===== config.mk =====
export PLATFORM = sky130hd
export DESIGN_NAME = dma_stream_engine
export DESIGN_NICKNAME = d
export VERILOG_FILES = /design/src/rtl/dma_pkg.sv /design/src/rtl/sync_fifo.sv /design/src/rtl/dma_stream_engine.sv
export SDC_FILE = /design/constraint.sdc
export NUM_CORES = 1
export LEC_CHECK = 0
export CORE_MARGIN = 3
export CORE_UTILIZATION = 32
export DETAILED_ROUTE_END_ITERATION = 16
export PLACE_DENSITY = 0.58
export RECOVER_POWER = 25
export SYNTH_ARGS = -nofsm -noshare
export SYNTH_HDL_FRONTEND = slang
export SYNTH_HIERARCHICAL = 1
export SYNTH_SLANG_ARGS = --single-unit

===== constraint.sdc =====
create_clock -name wb_clk_i -period 6.2 [get_ports wb_clk_i]
set_input_delay 0.93 -clock wb_clk_i [delete_from_list [all_inputs] [get_ports wb_clk_i]]
set_output_delay 0.93 -clock wb_clk_i [all_outputs]
set_load 0.1 [all_outputs]

===== src/rtl/dma_pkg.sv =====
`default_nettype none
// +-----------------------------------------------------------------------+
// | dma_pkg: shared widths and FSM state encoding for the DMA engine      |
// | Rev 1.0                                                               |
// +-----------------------------------------------------------------------+
package dma_pkg;

  localparam int ADDR_W_DEF     = 13;
  localparam int DATA_W_DEF     = 32;
  localparam int FIFO_DEPTH_DEF = 4;

  typedef enum logic [1:0] {
    IDLE = 2'd0,
    RUN  = 2'd1,
    DONE = 2'd2
  } state_t;

endpackage
`default_nettype wire


===== src/rtl/sync_fifo.sv =====
`default_nettype none
// +-----------------------------------------------------------------------+
// | sync_fifo: single-clock FIFO, head read through a registered pointer  |
// | Rev 1.0                                                               |
// +-----------------------------------------------------------------------+
module sync_fifo #(
  parameter int DEPTH = 4,
  parameter int WIDTH = 32
) (
  input  logic                     clk,
  input  logic                     rst,
  input  logic                     push,
  input  logic [WIDTH-1:0]         push_data,
  input  logic                     pop,
  output logic [WIDTH-1:0]         rd_data,
  output logic [$clog2(DEPTH):0]   count,
  output logic                     empty
);

  localparam int PTR_W = $clog2(DEPTH);

  logic [WIDTH-1:0] mem_q [DEPTH];
  logic [PTR_W-1:0] wr_ptr_q, wr_ptr_d;
  logic [PTR_W-1:0] rd_ptr_q, rd_ptr_d;
  logic [PTR_W:0]   count_q, count_d;
  logic             full;
  logic             push_ok;
  logic             pop_ok;

  assign empty   = (count_q == '0);
  assign full    = (count_q == (PTR_W+1)'(DEPTH));
  // A push into a full FIFO is fine when the head leaves in the same cycle.
  assign pop_ok  = pop && !empty;
  assign push_ok = push && (!full || pop_ok);
  assign rd_data = mem_q[rd_ptr_q];
  assign count   = count_q;

  always_comb begin
    wr_ptr_d = wr_ptr_q;
    rd_ptr_d = rd_ptr_q;
    count_d  = count_q + (PTR_W+1)'(push_ok) - (PTR_W+1)'(pop_ok);
    if (push_ok) wr_ptr_d = wr_ptr_q + PTR_W'(1);
    if (pop_ok)  rd_ptr_d = rd_ptr_q + PTR_W'(1);
  end

  always_ff @(posedge clk) begin
    if (rst) begin
      wr_ptr_q <= '0;
      rd_ptr_q <= '0;
      count_q  <= '0;
    end else begin
      wr_ptr_q <= wr_ptr_d;
      rd_ptr_q <= rd_ptr_d;
      count_q  <= count_d;
    end
  end

  always_ff @(posedge clk) begin
    if (push_ok) mem_q[wr_ptr_q] <= push_data;
  end

endmodule
`default_nettype wire


===== src/rtl/dma_stream_engine.sv =====
`default_nettype none
// +-----------------------------------------------------------------------+
// | dma_stream_engine: BRAM -> AXI-Stream reader and stream -> BRAM writer |
// | Rev 1.0                                                               |
// +-----------------------------------------------------------------------+
module dma_stream_engine
  import dma_pkg::*;
#(
  parameter int ADDR_W     = ADDR_W_DEF,
  parameter int DATA_W     = DATA_W_DEF,
  parameter int FIFO_DEPTH = FIFO_DEPTH_DEF
) (
  input  logic              wb_clk_i,
  input  logic              wb_rst_i,
  input  logic              cfg_start,
  input  logic [ADDR_W-1:0] cfg_src_addr,
  input  logic [ADDR_W-1:0] cfg_dst_addr,
  input  logic [ADDR_W-1:0] cfg_len,
  output logic              busy,
  output logic              done,
  output logic              err_short,
  output logic              dma_r_ready,
  output logic [ADDR_W-1:0] dma_r_addr,
  input  logic              dma_r_ack,
  input  logic              dma_in_valid,
  input  logic [DATA_W-1:0] dma_r_data,
  output logic              dma_w_valid,
  output logic [ADDR_W-1:0] dma_w_addr,
  output logic [DATA_W-1:0] dma_w_data,
  input  logic              dma_w_ack,
  output logic              sm_tvalid,
  input  logic              sm_tready,
  output logic [DATA_W-1:0] sm_tdata,
  output logic              sm_tlast,
  input  logic              ss_tvalid,
  output logic              ss_tready,
  input  logic [DATA_W-1:0] ss_tdata,
  input  logic              ss_tlast
);

  localparam int CNT_W = $clog2(FIFO_DEPTH) + 1;

  state_t            state_q, state_d;
  logic [ADDR_W-1:0] rd_addr_q, rd_addr_d;
  logic [ADDR_W-1:0] wr_addr_q, wr_addr_d;
  logic [ADDR_W-1:0] len_q, len_d;
  logic [ADDR_W-1:0] rd_issued_q, rd_issued_d;
  logic [ADDR_W-1:0] popped_q, popped_d;
  logic [ADDR_W-1:0] wr_rcvd_q, wr_rcvd_d;
  logic [CNT_W-1:0]  outstanding_q, outstanding_d;
  logic              wreg_full_q, wreg_full_d;
  logic [DATA_W-1:0] wreg_data_q, wreg_data_d;
  logic              err_short_q, err_short_d;

  logic              in_run;
  logic [CNT_W:0]    in_flight;
  logic [CNT_W-1:0]  fifo_count;
  logic              fifo_empty;
  logic [DATA_W-1:0] fifo_head;
  logic              fifo_push;
  logic              fifo_pop;
  logic              rd_ack;
  logic              wr_ack;
  logic              ss_beat;
  logic              rd_done;
  logic              wr_done;

  sync_fifo #(
    .DEPTH (FIFO_DEPTH),
    .WIDTH (DATA_W)
  ) u_ret_fifo (
    .clk       (wb_clk_i),
    .rst       (wb_rst_i),
    .push      (fifo_push),
    .push_data (dma_r_data),
    .pop       (fifo_pop),
    .rd_data   (fifo_head),
    .count     (fifo_count),
    .empty     (fifo_empty)
  );

  // Requests are masked by reset so they drop in the cycle reset is seen.
  assign in_run    = (state_q == RUN) && !wb_rst_i;
  // Reads in flight plus buffered words never exceed the FIFO depth.
  assign in_flight = {1'b0, outstanding_q} + {1'b0, fifo_count};

  assign dma_r_ready = in_run && (rd_issued_q < len_q)
                       && (in_flight < (CNT_W+1)'(FIFO_DEPTH));
  assign dma_r_addr  = rd_addr_q;
  assign rd_ack      = dma_r_ready && dma_r_ack;
  assign fifo_push   = dma_in_valid && (outstanding_q != '0);

  assign sm_tvalid = !fifo_empty && !wb_rst_i;
  assign sm_tdata  = sm_tvalid ? fifo_head : '0;
  assign sm_tlast  = sm_tvalid && (popped_q == len_q - ADDR_W'(1));
  assign fifo_pop  = sm_tvalid && sm_tready;

  // The holding register may refill in the same cycle its write is acked.
  assign ss_tready   = in_run && (!wreg_full_q || dma_w_ack)
                       && (wr_rcvd_q < len_q) && !err_short_q;
  assign ss_beat     = ss_tvalid && ss_tready;
  assign wr_ack      = wreg_full_q && dma_w_ack;
  assign dma_w_valid = wreg_full_q && !wb_rst_i;
  assign dma_w_addr  = wr_addr_q;
  assign dma_w_data  = wreg_data_q;

  assign rd_done   = (popped_q == len_q);
  assign wr_done   = !wreg_full_q && ((wr_rcvd_q == len_q) || err_short_q);
  assign busy      = (state_q != IDLE);
  assign done      = (state_q == DONE);
  assign err_short = err_short_q;

  always_comb begin
    state_d       = state_q;
    rd_addr_d     = rd_addr_q;
    wr_addr_d     = wr_addr_q;
    len_d         = len_q;
    rd_issued_d   = rd_issued_q;
    popped_d      = popped_q;
    wr_rcvd_d     = wr_rcvd_q;
    outstanding_d = outstanding_q + CNT_W'(rd_ack) - CNT_W'(fifo_push);
    wreg_full_d   = wreg_full_q;
    wreg_data_d   = wreg_data_q;
    err_short_d   = err_short_q;

    if (rd_ack) begin
      rd_addr_d   = rd_addr_q + ADDR_W'(1);
      rd_issued_d = rd_issued_q + ADDR_W'(1);
    end
    if (fifo_pop) popped_d = popped_q + ADDR_W'(1);
    if (wr_ack) begin
      wreg_full_d = 1'b0;
      wr_addr_d   = wr_addr_q + ADDR_W'(1);
    end
    if (ss_beat) begin
      wreg_full_d = 1'b1;
      wreg_data_d = ss_tdata;
      wr_rcvd_d   = wr_rcvd_q + ADDR_W'(1);
      if (ss_tlast && (wr_rcvd_q != len_q - ADDR_W'(1))) err_short_d = 1'b1;
    end

    case (state_q)
      IDLE: begin
        if (cfg_start) begin
          rd_addr_d     = cfg_src_addr;
          wr_addr_d     = cfg_dst_addr;
          len_d         = cfg_len;
          rd_issued_d   = '0;
          popped_d      = '0;
          wr_rcvd_d     = '0;
          outstanding_d = '0;
          wreg_full_d   = 1'b0;
          err_short_d   = 1'b0;
          state_d       = (cfg_len == '0) ? DONE : RUN;
        end
      end
      RUN:     if (rd_done && wr_done) state_d = DONE;
      DONE:    state_d = IDLE;
      default: state_d = IDLE;
    endcase
  end

  always_ff @(posedge wb_clk_i) begin
    if (wb_rst_i) begin
      state_q       <= IDLE;
      rd_addr_q     <= '0;
      wr_addr_q     <= '0;
      len_q         <= '0;
      rd_issued_q   <= '0;
      popped_q      <= '0;
      wr_rcvd_q     <= '0;
      outstanding_q <= '0;
      wreg_full_q   <= 1'b0;
      wreg_data_q   <= '0;
      err_short_q   <= 1'b0;
    end else begin
      state_q       <= state_d;
      rd_addr_q     <= rd_addr_d;
      wr_addr_q     <= wr_addr_d;
      len_q         <= len_d;
      rd_issued_q   <= rd_issued_d;
      popped_q      <= popped_d;
      wr_rcvd_q     <= wr_rcvd_d;
      outstanding_q <= outstanding_d;
      wreg_full_q   <= wreg_full_d;
      wreg_data_q   <= wreg_data_d;
      err_short_q   <= err_short_d;
    end
  end

endmodule
`default_nettype wire


==> flow_summary.toml, run 1 <==
[run_status]
status = "finished, final reports clean"

[clock_network]
clockBufferDepth = 3
cts_root_buffer = "clkbuf_16"
cts_tree = "yes"
hold_buffers = 0
htree_levels = 1
cts_resized = 0
cts_setup_buffers = 0
clock_sinks = 254
clkTransAtPathRegs_ns = 0.06
clock_latency_ns = 0.56
numCtsBuffers = 29

[setup_path]
setup.worst_path.start_class = "register"
critPathMaxFanout = 6
reg2regPathDepth = 9
reg2reg_to = "wr_rcvd_q[11]"
crit_type = "reg2out"
ff2ff_setup_slack_ns = 2.31
cp.required_ns = 5.27
setup.worst_path.end_class = "primary output"
cp_data_arrival_time_ns = 4.45
reg2reg_from = "len_q[3]"

[timing]
clock_skew_ns = 0.0115
post-route-period-util = 0.868
worst_slew_margin_rel = 0.312
fin_crit_ns = 5.38
hold_violations = 0
setup_tns_ns = 0
rsz0062_at_grt = "no"
worst_pin_slew_ns = 1.03
clock.fmax_mhz = 186
fin_hold_ws_ns = 0.492
slew_viol_final = 0
finalSetupViolCount = 0

[final_layout]
nNetsFinal = 1384
stdcell_count = 1720
fillers = 3516
area_growth_pct = 29.2
diodes = 0
drive_above_1_share = 0.0911

[worst_hold_path]
min_from = "dma_w_data[0]"
min_to = "dma_w_data[0]"
hp-class = "reg2reg"
hold_depth = 2

[die]
initial_core_util = 0.325
ioPinCount = 210
fp.dieW_um = 199
core.rowCount = 70
dieArea_mm2 = 0.0396
die_y_um = 199
core_area_mm2 = 0.0367

[global_routing]
grt_overflow_total = 0
globalRouteTotalUtil = 0.146
grt_first_pass_wirelength_mm = 46.8
antenna_found_initial = 0
grt_max_degree = 78
grt_pass1_vias = 8641

[drt]
dr_total_vias = 8603
first_pass_iters = 5
drtAntennaViolNets = 0
wl_mm = 29.6
drc = 0
vias_per_cell = 5.00
wire_per_inst_um = 17.2
drt_iter0_drc = 376

[yosys]
ys_types = 69
synth_area_leader_cell = "edfxtp_1"
syn_inst = 1029
syn-num-nets = 1184
synth_edf_count = 128
ys_seq_elements = 254
synthTopCellsByCount = "edfxtp_1 (128), dfxtp_1 (126), nor2_1 (100), nand2_1 (69)"
ys_seq_area_frac = 0.534
synthArstFlopShare = 0
yosysMostFrequentCell = "edfxtp_1"
synth.cell_area_mm2 = 0.0119
yosys_warnings = 6
ys.flop_type = "edfxtp_1"
synth_top_cell_area_share = 0.322
avgSynthCellArea_um2 = 11.6
ys_top_cells_by_area = "edfxtp_1 (32%), dfxtp_1 (21%), mux4_2 (6.0%), ha_1 (4.3%), mux2i_1 (3.6%)"

[place]
dp_hpwl_mm = 20.2
port_buffers = 209
placedCellCount = 1666
finalWeightedCongestion = 0.916

[power_and_ir_drop]
swShare = 0.324
powerDensity_mw_per_mm2 = 310
power_frac_clock = 0.350
pwr-share-comb = 0.242
peakVddDrop_v = 0.000230
seqPwrFrac = 0.408
p_leak_nw = 5.56
p_int_w = 0.00323
switchingPower_w = 0.00155

[job]
maxCapViolCount = 0
per-stage QoR:
step	setup slack, ns	total power, W	utilization	instance area (µm²)
final	0.821	0.00478	0.420	15400
after detailed placement	1.28	0.00315	0.395	14500
after CTS	0.795	0.00485	0.420	15400
after global placement	1.34	0.00314	0.395	14500
after floorplan	0.468	0.00282	-	11900
after global routing	0.623	0.00499	0.420	15400
layout make-up:
class | instances | area [µm²] | share of cell area
clock buffer | 35 | 748 | 0.0485
multi-input combinational | 686 | 5220 | 0.338
sequential | 254 | 6370 | 0.413
timing repair buffer | 222 | 2190 | 0.142
clock inverter | 19 | 179 | 0.0116
inverter | 36 | 135 | 0.00876
tap | 468 | 586 | 0.0380
cells by family (layout without fill, tap and decap cells):
logic type | count (synthesis) | after routing | share of synthesized area
AND/OR/NAND/NOR | 354 | 354 | 0.150
flip-flops | 254 | 254 | 0.534
AO/OA/AOI/OAI | 133 | 133 | 0.0827
buffers and inverters | 89 | 312 | 0.0301
XOR/XNOR | 78 | 78 | 0.0573
multiplexers | 78 | 78 | 0.0996
adder cells (fa/ha/maj) | 43 | 43 | 0.0463
power groups by stage:
stage,Sequential (W),Combinational (W),Clock (W)
after floorplan,0.00213,0.000682,0
after global placement,0.00198,0.00117,0
after detailed placement,0.00198,0.00117,0
after CTS,0.00195,0.00117,0.00173
after global routing,0.00196,0.00123,0.00180
final,0.00195,0.00116,0.00167
per-layer routing:
layer / share of wire / vias to the layer above / global-route usage
met5: 0 / - / 0
met4: 0.019 / 0 / 0.0341
met3: 0.078 / 32 / 0.0416
met2: 0.46 / 245 / 0.239
met1: 0.45 / 4159 / 0.194
li1: - / 4167 / -
how the worst max path moves through the flow:
stage | end | startpoint | cells after the start
5_1_grt | sm_tlast | len_q[1] | 9
3_5_place_dp | sm_tlast | wb_rst_i | 8
4_1_cts | sm_tlast | len_q[1] | 9
6_report | sm_tlast | len_q[1] | 9
3_3_place_gp | sm_tlast | wb_rst_i | 8
2_1_floorplan | sm_tlast | len_q[1] | 8
placed cells by master (no fill, tap or decap), types with 7 or more instances in the layout:
master             n
and2_1            40
nor2b_1           10
and3_1            13
o31ai_1            9
dlygate4sd3_1     31
mux2i_1           43
a2111oi_2          7
nand3_1           35
o21ai_0           13
nand2_1           69
xor2_1            43
nor2_1            99
inv_1             34
clkdlybuf4s50_1  177
mux4_2            32
buf_4             14
nor4_1            12
or4_1              9
dfxtp_1          125
a21oi_1           39
clkinv_1           9
nor3_1            12
ha_1              41
edfxtp_1         128
nand4_1           18
clkbuf_16         29
a211oi_1          26
or3_1              7
xnor2_1           35
critical path, cell delays in order, from the launching register on:
cell	delay [ns]
dfxtp_1	0.37
inv_1	0.12
ha_1	0.28
or3b_2	0.48
nor3_1	0.32
xor2_1	0.12
nor4_1	0.27
nand3_1	0.11
nor4_1	0.56
clkdlybuf4s50_1	1.25
flip-flops by register name, indices dropped and copies added (netlist names), named ones only:
register,count
dma_r_addr,13
dma_w_addr,13
dma_w_data,32
err_short,1
len_q,13
outstanding_q,3
popped_q,13
rd_issued_q,13
state_q,2
u_ret_fifo/count,3
u_ret_fifo/mem_q,128
u_ret_fifo/rd_ptr_q,2
u_ret_fifo/wr_ptr_q,2
wr_rcvd_q,13
wreg_full_q,1
(Power assumes the default switching activity.)
==> run 2, diff against run 1 <==
--- a/config.mk
+++ b/config.mk
@@ -7,6 +7,7 @@
 export LEC_CHECK = 0
 export CORE_MARGIN = 3
 export CORE_UTILIZATION = 32
+export CTS_CLUSTER_SIZE = 20
 export DETAILED_ROUTE_END_ITERATION = 16
 export PLACE_DENSITY = 0.58
 export RECOVER_POWER = 25
==> results of run 2 <==
No change in the layout: final DEF, timing and power equal those of run 1.
==> run 3, diff against run 2 <==
==> constraint.sdc (replaced) <==
create_clock -name wb_clk_i -period 6.1 [get_ports wb_clk_i]
set_input_delay 0.915 -clock wb_clk_i [delete_from_list [all_inputs] [get_ports wb_clk_i]]
set_output_delay 0.915 -clock wb_clk_i [all_outputs]
set_load 0.1 [all_outputs]
==> run 3 against run 2 <==
- cell count fell by 0.17%
- largest cell class unchanged
- utilization rose by 0.14 points
- count of clock-buffer cells in the layout decreased by 1
- power increased by 3.3%
- sequential share of layout area fell by 0.14 points
- register-to-register slack worse by 0.04 ns
- non-clock buffer count did not move
==> flow_summary.toml, run 3 (same netlist as run 1, synthesis figures left out) <==
[run_status]
status = "finished, final reports clean"

[final_layout]
largest_register_ffs = 128
final_cell_mix = "clkdlybuf4s50_1 (178), edfxtp_1 (128), dfxtp_1 (125)"
fillers = 3510
stdcell_area_mm2 = 0.0155
drive_above_1_share = 0.0953
final_common_cell = "clkdlybuf4s50_1"
nNetsFinal = 1383
diodes = 0
area_growth_pct = 29.6
top_register = "u_ret_fifo/mem_q"

[global_routing]
grt_overflow_total = 0
globalRouteTotalUtil = 0.146
grt_first_pass_wirelength_mm = 46.6
grt_max_degree = 74
antenna_found_initial = 0
grt_pass1_vias = 8436

[clock_network]
clockBufferDepth = 3
cts_setup_buffers = 0
cts_root_buffer = "clkbuf_16"
clock_latency_ns = 0.56
cts_resized = 0
clock_sinks = 254
cts_tree = "yes"
hold_buffers = 0
numCtsBuffers = 28
htree_levels = 1
clkTransAtPathRegs_ns = 0.06

[place]
dp_hpwl_mm = 20.1
place_area_mm2 = 0.0145
finalWeightedCongestion = 0.905
port_buffers = 209

[die]
core.rowCount = 70
ioPinCount = 210
dieArea_mm2 = 0.0396
fp.dieW_um = 199
core_area_mm2 = 0.0367
initial_core_util = 0.325
die_y_um = 199

[setup_path]
cp_cell_sequence = "inv_1 -> ha_1 -> or3b_2 -> nor3_1 -> xor2_1 -> nor4_1 -> nand3_1 -> nor4_1 -> clkdlybuf4s50_1"
cp.required_ns = 5.18
slowest_delay_ns = 1.24
setup.worst_path.start_class = "register"
cp_num_buf_inv = 2
cpMaxStageDelayCell = "clkdlybuf4s50_1"
critPathMaxFanout = 6
cpMostUsedCell = "nor4_1"
cp_data_arrival_time_ns = 4.36
crit_type = "reg2out"
cp_top_family = "simple AND/OR/NAND/NOR gates"
setup.worst_path.end_class = "primary output"

[power_and_ir_drop]
p_leak_nw = 5.58
powerDensity_mw_per_mm2 = 319
power_w = 0.00493
peakVddDrop_v = 0.000187

[drt]
drtAntennaViolNets = 0
vias_per_cell = 4.92
first_pass_iters = 4
dr_total_vias = 8440
wire_per_inst_um = 17.1
drc = 0
wl_mm = 29.3
drt_iter0_drc = 342

[timing]
post-route-period-util = 0.865
rsz0062_at_grt = "no"
clock_skew_ns = 0.00769
worst_slew_margin_rel = 0.317
worst_pin_slew_ns = 1.02
hold_violations = 0
clock.fmax_mhz = 189
fin_crit_ns = 5.28
finalSetupViolCount = 0
setup_tns_ns = 0
slew_viol_final = 0

[worst_hold_path]
hp-class = "reg2reg"

[job]
maxCapViolCount = 0
[run 3: final cells by class]
class | count | area, µm² | share of cell area
inverters | 36 | 135 | 0.00874
repair buffers | 222 | 2190 | 0.141
clock buffers | 34 | 743 | 0.0480
well taps | 468 | 586 | 0.0379
flip-flops and latches | 254 | 6370 | 0.412
multi-input cells | 686 | 5220 | 0.337
clock inverters | 17 | 236 | 0.0153
[run 3: layer usage]
layer  GRT usage  part of all wire  vias up
met5           0                 0        -
met4      0.0310             0.015        0
met3      0.0408             0.076       28
met2       0.239              0.46      213
li1            -                 -     4156
met1       0.196              0.45     4043
[run 3: worst min-delay path, cell delays in order, from the launching register on]
cell	delay, ns
dfxtp_1	0.33
mux2i_1	0.07
nor2_1	0.07
[run 3: final timing paths]
check | to | depth (start not counted) | slack (ns) | start
setup / recovery | sm_tlast | 9 | 0.82 | len_q[1]
hold / removal | dma_w_data[28] | 2 | 0.50 | dma_w_data[28]
setup reg to reg | wr_rcvd_q[11] | 9 | 2.27 | len_q[3]
hold reg to reg | dma_w_data[28] | 2 | 0.50 | dma_w_data[28]
[run 3: where the power goes]
| group | internal, W | switching, W | total, W | leakage, nW |
|---|---|---|---|---|
| logic | 0.000371 | 0.000804 | 0.00117 | 2.93 |
| registers | 0.00191 | 0.0000704 | 0.00198 | 2.18 |
| clock network | 0.00108 | 0.000698 | 0.00178 | 0.467 |
[run 3: through the flow]
stage               utilization  hold WS (ns)  std cells  setup WS, ns
floorplan                     -         0.459       1029         0.383
CTS                       0.422         0.503       1717         0.801
global route              0.422         0.529       1717         0.575
global placement          0.395         0.472       1666          1.20
finish                    0.422         0.496       1717         0.822
detailed placement        0.395         0.486       1666          1.29
